File: src/rtl/rvfi_retire_emitter.sv
// rvfi_retire_emitter: in-order FIFO that normalises core retirement records and emits them on the RVFI bus, one per cycle, with a registered output.
// Optional feature macro RVFI_EMIT_HOLD_EN: when defined, emit_hold stalls emission for that cycle.
module rvfi_retire_emitter #(
  parameter int XLEN  = 32,
  parameter int DEPTH = 4
) (
  input  logic                       clk,
  input  logic                       resetn,
  input  logic                       in_valid,
  output logic                       in_ready,
  input  logic [31:0]                in_insn,
  input  logic [4:0]                 in_rs1_addr,
  input  logic [4:0]                 in_rs2_addr,
  input  logic [4:0]                 in_rd,
  input  logic [XLEN-1:0]            in_pre_pc,
  input  logic [XLEN-1:0]            in_pre_rs1,
  input  logic [XLEN-1:0]            in_pre_rs2,
  input  logic [XLEN-1:0]            in_post_pc,
  input  logic [XLEN-1:0]            in_post_rd,
  input  logic                       in_trap,
  input  logic [XLEN-1:0]            in_mem_addr,
  input  logic [XLEN-1:0]            in_mem_rdata,
  input  logic [XLEN-1:0]            in_mem_wdata,
  input  logic [XLEN/8-1:0]          in_mem_rmask,
  input  logic [XLEN/8-1:0]          in_mem_wmask,
  input  logic                       emit_hold,
  output logic                       rvfi_valid,
  output logic [7:0]                 rvfi_order,
  output logic [31:0]                rvfi_insn,
  output logic [4:0]                 rvfi_rs1_addr,
  output logic [4:0]                 rvfi_rs2_addr,
  output logic [4:0]                 rvfi_rd,
  output logic [XLEN-1:0]            rvfi_pre_pc,
  output logic [XLEN-1:0]            rvfi_pre_rs1,
  output logic [XLEN-1:0]            rvfi_pre_rs2,
  output logic [XLEN-1:0]            rvfi_post_pc,
  output logic [XLEN-1:0]            rvfi_post_rd,
  output logic                       rvfi_trap,
  output logic [XLEN-1:0]            rvfi_mem_addr,
  output logic [XLEN/8-1:0]          rvfi_mem_rmask,
  output logic [XLEN/8-1:0]          rvfi_mem_wmask,
  output logic [XLEN-1:0]            rvfi_mem_rdata,
  output logic [XLEN-1:0]            rvfi_mem_wdata,
  output logic [$clog2(DEPTH):0]     count
);
  localparam int AW = $clog2(DEPTH);
  localparam int CW = AW + 1;
  localparam int MW = XLEN / 8;

  typedef struct packed {
    logic [31:0]     insn;
    logic [4:0]      rs1_addr;
    logic [4:0]      rs2_addr;
    logic [4:0]      rd;
    logic [XLEN-1:0] pre_pc;
    logic [XLEN-1:0] pre_rs1;
    logic [XLEN-1:0] pre_rs2;
    logic [XLEN-1:0] post_pc;
    logic [XLEN-1:0] post_rd;
    logic            trap;
    logic [XLEN-1:0] mem_addr;
    logic [MW-1:0]   mem_rmask;
    logic [MW-1:0]   mem_wmask;
    logic [XLEN-1:0] mem_rdata;
    logic [XLEN-1:0] mem_wdata;
  } rec_t;

  rec_t          mem [DEPTH];
  rec_t          wr_rec;
  rec_t          out_rec;
  logic [AW-1:0] head;
  logic [AW-1:0] tail;
  logic [CW-1:0] cnt;
  logic [7:0]    ord;
  logic          live;
  logic          hold;
  logic          push;
  logic          pop;

`ifdef RVFI_EMIT_HOLD_EN
  assign hold = emit_hold;
`else
  assign hold = 1'b0 & emit_hold;
`endif

  // live goes high on the first edge after reset release so in_ready stays low during reset
  assign in_ready = live && (cnt != CW'(DEPTH));
  assign push     = in_valid && in_ready;
  assign pop      = (cnt != '0) && !hold;
  assign count    = cnt;

  // trapped instructions carry no register write or memory access; x0 writes carry no data
  always_comb begin
    wr_rec           = '0;
    wr_rec.insn      = in_insn;
    wr_rec.rs1_addr  = in_rs1_addr;
    wr_rec.rs2_addr  = in_rs2_addr;
    wr_rec.rd        = in_trap ? 5'd0 : in_rd;
    wr_rec.pre_pc    = in_pre_pc;
    wr_rec.pre_rs1   = in_pre_rs1;
    wr_rec.pre_rs2   = in_pre_rs2;
    wr_rec.post_pc   = in_post_pc;
    wr_rec.post_rd   = (in_trap || in_rd == 5'd0) ? '0 : in_post_rd;
    wr_rec.trap      = in_trap;
    wr_rec.mem_addr  = in_trap ? '0 : in_mem_addr;
    wr_rec.mem_rmask = in_trap ? '0 : in_mem_rmask;
    wr_rec.mem_wmask = in_trap ? '0 : in_mem_wmask;
    wr_rec.mem_rdata = in_trap ? '0 : in_mem_rdata;
    wr_rec.mem_wdata = in_trap ? '0 : in_mem_wdata;
  end

  // record storage needs no reset: occupancy alone decides what is valid
  always_ff @(posedge clk) begin
    if (push) mem[tail] <= wr_rec;
  end

  // pointers, occupancy, order counter and the registered RVFI output stage
  always_ff @(posedge clk or negedge resetn) begin
    if (!resetn) begin
      live       <= 1'b0;
      head       <= '0;
      tail       <= '0;
      cnt        <= '0;
      ord        <= '0;
      out_rec    <= '0;
      rvfi_valid <= 1'b0;
      rvfi_order <= '0;
    end else begin
      live       <= 1'b1;
      if (push) tail <= tail + 1'b1;
      if (pop) head <= head + 1'b1;
      if (pop) ord <= ord + 8'd1;
      cnt        <= cnt + CW'(push) - CW'(pop);
      out_rec    <= pop ? mem[head] : '0;
      rvfi_valid <= pop;
      rvfi_order <= pop ? ord : 8'd0;
    end
  end

  assign rvfi_insn      = out_rec.insn;
  assign rvfi_rs1_addr  = out_rec.rs1_addr;
  assign rvfi_rs2_addr  = out_rec.rs2_addr;
  assign rvfi_rd        = out_rec.rd;
  assign rvfi_pre_pc    = out_rec.pre_pc;
  assign rvfi_pre_rs1   = out_rec.pre_rs1;
  assign rvfi_pre_rs2   = out_rec.pre_rs2;
  assign rvfi_post_pc   = out_rec.post_pc;
  assign rvfi_post_rd   = out_rec.post_rd;
  assign rvfi_trap      = out_rec.trap;
  assign rvfi_mem_addr  = out_rec.mem_addr;
  assign rvfi_mem_rmask = out_rec.mem_rmask;
  assign rvfi_mem_wmask = out_rec.mem_wmask;
  assign rvfi_mem_rdata = out_rec.mem_rdata;
  assign rvfi_mem_wdata = out_rec.mem_wdata;
endmodule

File: config.mk
export PLATFORM = sky130hd
export DESIGN_NAME = rvfi_retire_emitter
export DESIGN_NICKNAME = d
export VERILOG_FILES = /design/src/rtl/rvfi_retire_emitter.sv
export SDC_FILE = /design/constraint.sdc
export NUM_CORES = 1
export LEC_CHECK = 0
export ABC_CLOCK_PERIOD_IN_PS = 12800
export CAP_MARGIN = 20
export CORE_MARGIN = 4
export CORE_UTILIZATION = 45
export CTS_BUF_LIST = sky130_fd_sc_hd__clkbuf_8
export DETAILED_ROUTE_END_ITERATION = 8
export PLACE_DENSITY = 0.64
export SLEW_MARGIN = 30
export SYNTH_ARGS = -nofsm -noshare
export SYNTH_HDL_FRONTEND = slang
export SYNTH_SLANG_ARGS = --single-unit
File: constraint.sdc
create_clock -name clk -period 12.8 [get_ports clk]
set_input_delay 1.28 -clock clk [delete_from_list [all_inputs] [get_ports clk]]
set_output_delay 1.28 -clock clk [all_outputs]
set_load 0.05 [all_outputs]
==> flow_metrics.tcl <==
set metrics [dict create \
    outcome "complete, no violations" \
    critPathKind "input port to flip-flop" \
    tightest_slew_ns 0.9688 \
    syn_to_final_growth_pct 23.55 \
    min_path_type "input port to asynchronous set/reset pin" \
    first_iter_violations 2122 \
    cts-resized-gates 0 \
    dr_total_vias 26786 \
    power_density_mw_per_mm2 242.5 \
    r2r-start "count[1]$_DFF_PN0_" \
    grt_max_degree 142 \
    syn_inst 2535 \
    viasPerCell 5.121 \
    port_buffers 639 \
    max_freq_mhz 233.2 \
    critical_path.endpoint_type "flip-flop" \
    hold_viol_final 0 \
    synth_fp_nets 2859 \
    seqPwrFrac_pct 40.6 \
    gp_congestion 0.7547 \
    ir_drop_mv 0.1648 \
    yosys_warnings 0 \
    postCtsSetupBuffers 0 \
    hold_buffers 0 \
    start_util_pct 45.34 \
    critPathLaunchType "input port" \
    synth_area_per_cell_um2 22.46 \
    htreeDepth 4 \
    clock_path_buffers 3 \
    drive_above_1_share_pct 19.88 \
    tns_ns 0 \
    setup_viol_count_final 0 \
    yosysUniqueCellTypes 25 \
    timing.final.crit_share_pct 33.50 \
    r2r_slack_ns 8.87 \
    critPathMaxFanout 59 \
    path_cells "clkdlybuf4s50_1, nand2_1, a21oi_1, and2_4, buf_4, buf_4" \
    critical_path_arrival_ns 4.81 \
    drv_slew 0 \
    worstReg2RegEnd "mem[2][213]$_DFFE_PP_" \
    syn-cell-area_mm2 0.05694 \
    power.switching_w 0.005919 \
    maxCapViolations 0 \
    die_h_um 363.7 \
    max_stage_delay_ns 0.87 \
    cts_buffers 240 \
    min_period_ns 4.288 \
    ys_seq_elements 1585 \
    ant_nets 0 \
    combPwrFrac_pct 34.9 \
    most-common-layout-cells "edfxtp_1 (1248), clkdlybuf4s50_1 (637), and2_1 (352)" \
    core_mm2 0.1256 \
    ys_seq_area_share_pct 80.63 \
    drt_wl_total_um 126700 \
    wl_per_cell_um 24.22 \
    path_buf_inv 3 \
    clock_latency_ns 0.94 \
    dr.pass1.iters 5 \
    grt-ovfl-total 0 \
    final_common_cell "edfxtp_1" \
    fin_util_pct 56.02 \
    drc_errors 0 \
    first_global_vias 29140 \
    num_rows 130 \
    relSlewSlack_pct 35.41 \
    pwr-share-clk_pct 24.5 \
    antenna_found_initial 41 \
    nets 3661 \
    critical_path.most_common_cell "buf_4" \
    clock-sinks 1585 \
    fillers 9411 \
    crit_required_ns 13.32 \
    grtUsageTotal_pct 19.17 \
    swShare_pct 34.69 \
    num_io_pins 641 \
    rsz0062_at_grt "false" \
    slowest_stage "buf_4" \
    power.leakage_nw 24.42 \
    die_area_mm2 0.1323 \
    cpLargestDelayFamily "buffers and inverters" \
    clock_skew_ns 0.05064 \
    grt_pass1_wl_um 186900 \
    p_int_w 0.01114 \
    dieWidth_um 363.7 \
    cts_tree "yes" \
    reg2reg_depth 5 \
    hpwlAfterDp_um 74970 \
    cts-root-buf "clkbuf_8" \
    path_clk_slew_ns 0.07 \
]
[power by group through the flow]
| stage | logic, W | clock network, W | registers (W) |
|---|---|---|---|
| after floorplan | 0.00227 | 0 | 0.00890 |
| after global placement | 0.00594 | 0 | 0.00705 |
| final | 0.00595 | 0.00418 | 0.00693 |
| after detailed placement | 0.00604 | 0 | 0.00705 |
| after CTS | 0.00606 | 0.00431 | 0.00695 |
| after global routing | 0.00628 | 0.00456 | 0.00702 |
[sequential cells by signal (all words and copies together) (netlist names), 4 cells and up]
signal / count
mem: 1248
rvfi_insn: 32
rvfi_mem_addr: 32
rvfi_mem_rdata: 32
rvfi_mem_wdata: 32
rvfi_post_pc: 32
rvfi_post_rd: 32
rvfi_pre_pc: 32
rvfi_pre_rs1: 32
rvfi_pre_rs2: 32
ord: 8
rvfi_order: 8
rvfi_rd: 5
rvfi_rs1_addr: 5
rvfi_rs2_addr: 5
rvfi_mem_rmask: 4
rvfi_mem_wmask: 4
[worst max path at each step]
stage,startpoint,endpoint,slack (ns),depth (start not counted)
final,in_valid,mem[2][213]$_DFFE_PP_,8.51,6
after global routing,in_valid,mem[2][213]$_DFFE_PP_,8.37,6
after CTS,in_valid,mem[2][198]$_DFFE_PP_,8.56,6
after detailed placement,in_valid,mem[2][213]$_DFFE_PP_,7.50,6
after global placement,in_valid,mem[1][27]$_DFFE_PP_,6.96,6
after floorplan,in_valid,mem[0][0]$_DFFE_PP_,3.33,3
[worst reg2reg max path: cells and delay by family (launching register included)]
kind                   cells  cell delay [ns]
flip-flops                 1             0.50
buffers and inverters      2             1.71
AO/OA/AOI/OAI              1             0.53
AND/OR/NAND/NOR            2             0.74
[layer usage]
metal | part of all wire (%) | GRT usage (%) | vias up
met5 | 0.11 | 0 | -
met4 | 2.5 | 6.840 | 22
met3 | 8.1 | 6.933 | 203
met2 | 50 | 31.42 | 852
met1 | 39 | 23.68 | 14087
li1 | - | - | 11622
[synth_stat cells]
cell      instances  area (µm²)
a21boi_0          1       7.510
a21oi_1           2       10.01
and2_1          356        2227
and3_1            1       6.260
buf_2            36       180.2
buf_6            30       337.8
clkbuf_1         55       206.5
conb_1            1       3.750
dfrtp_1         337        8433
edfxtp_1       1248       37480
fa_1              1       20.02
ha_1              7       87.58
inv_1             6       22.52
inv_2             1       3.750
mux2_2            1       11.26
mux4_2          312        7027
nand2_1           7       26.28
nand3_1           1       5.000
nand4_1           3       18.77
nor2_1            5       18.77
nor2b_1         109       681.9
nor3_1            3       15.01
nor3_4            1       16.27
xnor2_1           8       70.07
xor2_1            3       26.28
[cells by family (layout without fill, tap and decap cells)]
group / count (synthesis) / after routing / share of synthesized area, %
flops: 1585 / 1585 / 80.63
simple gates: 486 / 486 / 5.296
mux: 313 / 313 / 12.36
buf+inv: 128 / 1145 / 1.318
xor+xnor: 11 / 11 / 0.1692
fa+ha+maj: 8 / 8 / 0.1890
compound gates: 3 / 3 / 0.03077
other cells: 1 / 30 / 0.006586
[layout make-up]
cell class | instances | area (µm²) | share of cell area [%]
flip-flops and latches | 1585 | 45920 | 65.27
well taps | 1650 | 2064 | 2.935
multi-input cells | 822 | 10300 | 14.64
repair buffers | 681 | 6943 | 9.870
inverters | 7 | 33.78 | 0.04802
clock inverters | 177 | 1161 | 1.651
clock buffers | 280 | 3854 | 5.478
diodes | 29 | 72.57 | 0.1032
[metrics by stage]
stage / std cells / hold WS [ns] / total power [W] / area, µm² / setup slack [ns]
2_1_floorplan: 2535 / 0.4336 / 0.01117 / 56940 / 3.327
3_3_place_gp: 4736 / 0.4787 / 0.01300 / 65000 / 6.958
5_1_grt: 5213 / 0.3672 / 0.01786 / 70300 / 8.369
6_report: 5231 / 0.4192 / 0.01706 / 70350 / 8.512
4_1_cts: 5200 / 0.3166 / 0.01732 / 70210 / 8.557
3_5_place_dp: 4743 / 0.4947 / 0.01308 / 65190 / 7.504
(Power assumes the default switching activity.)
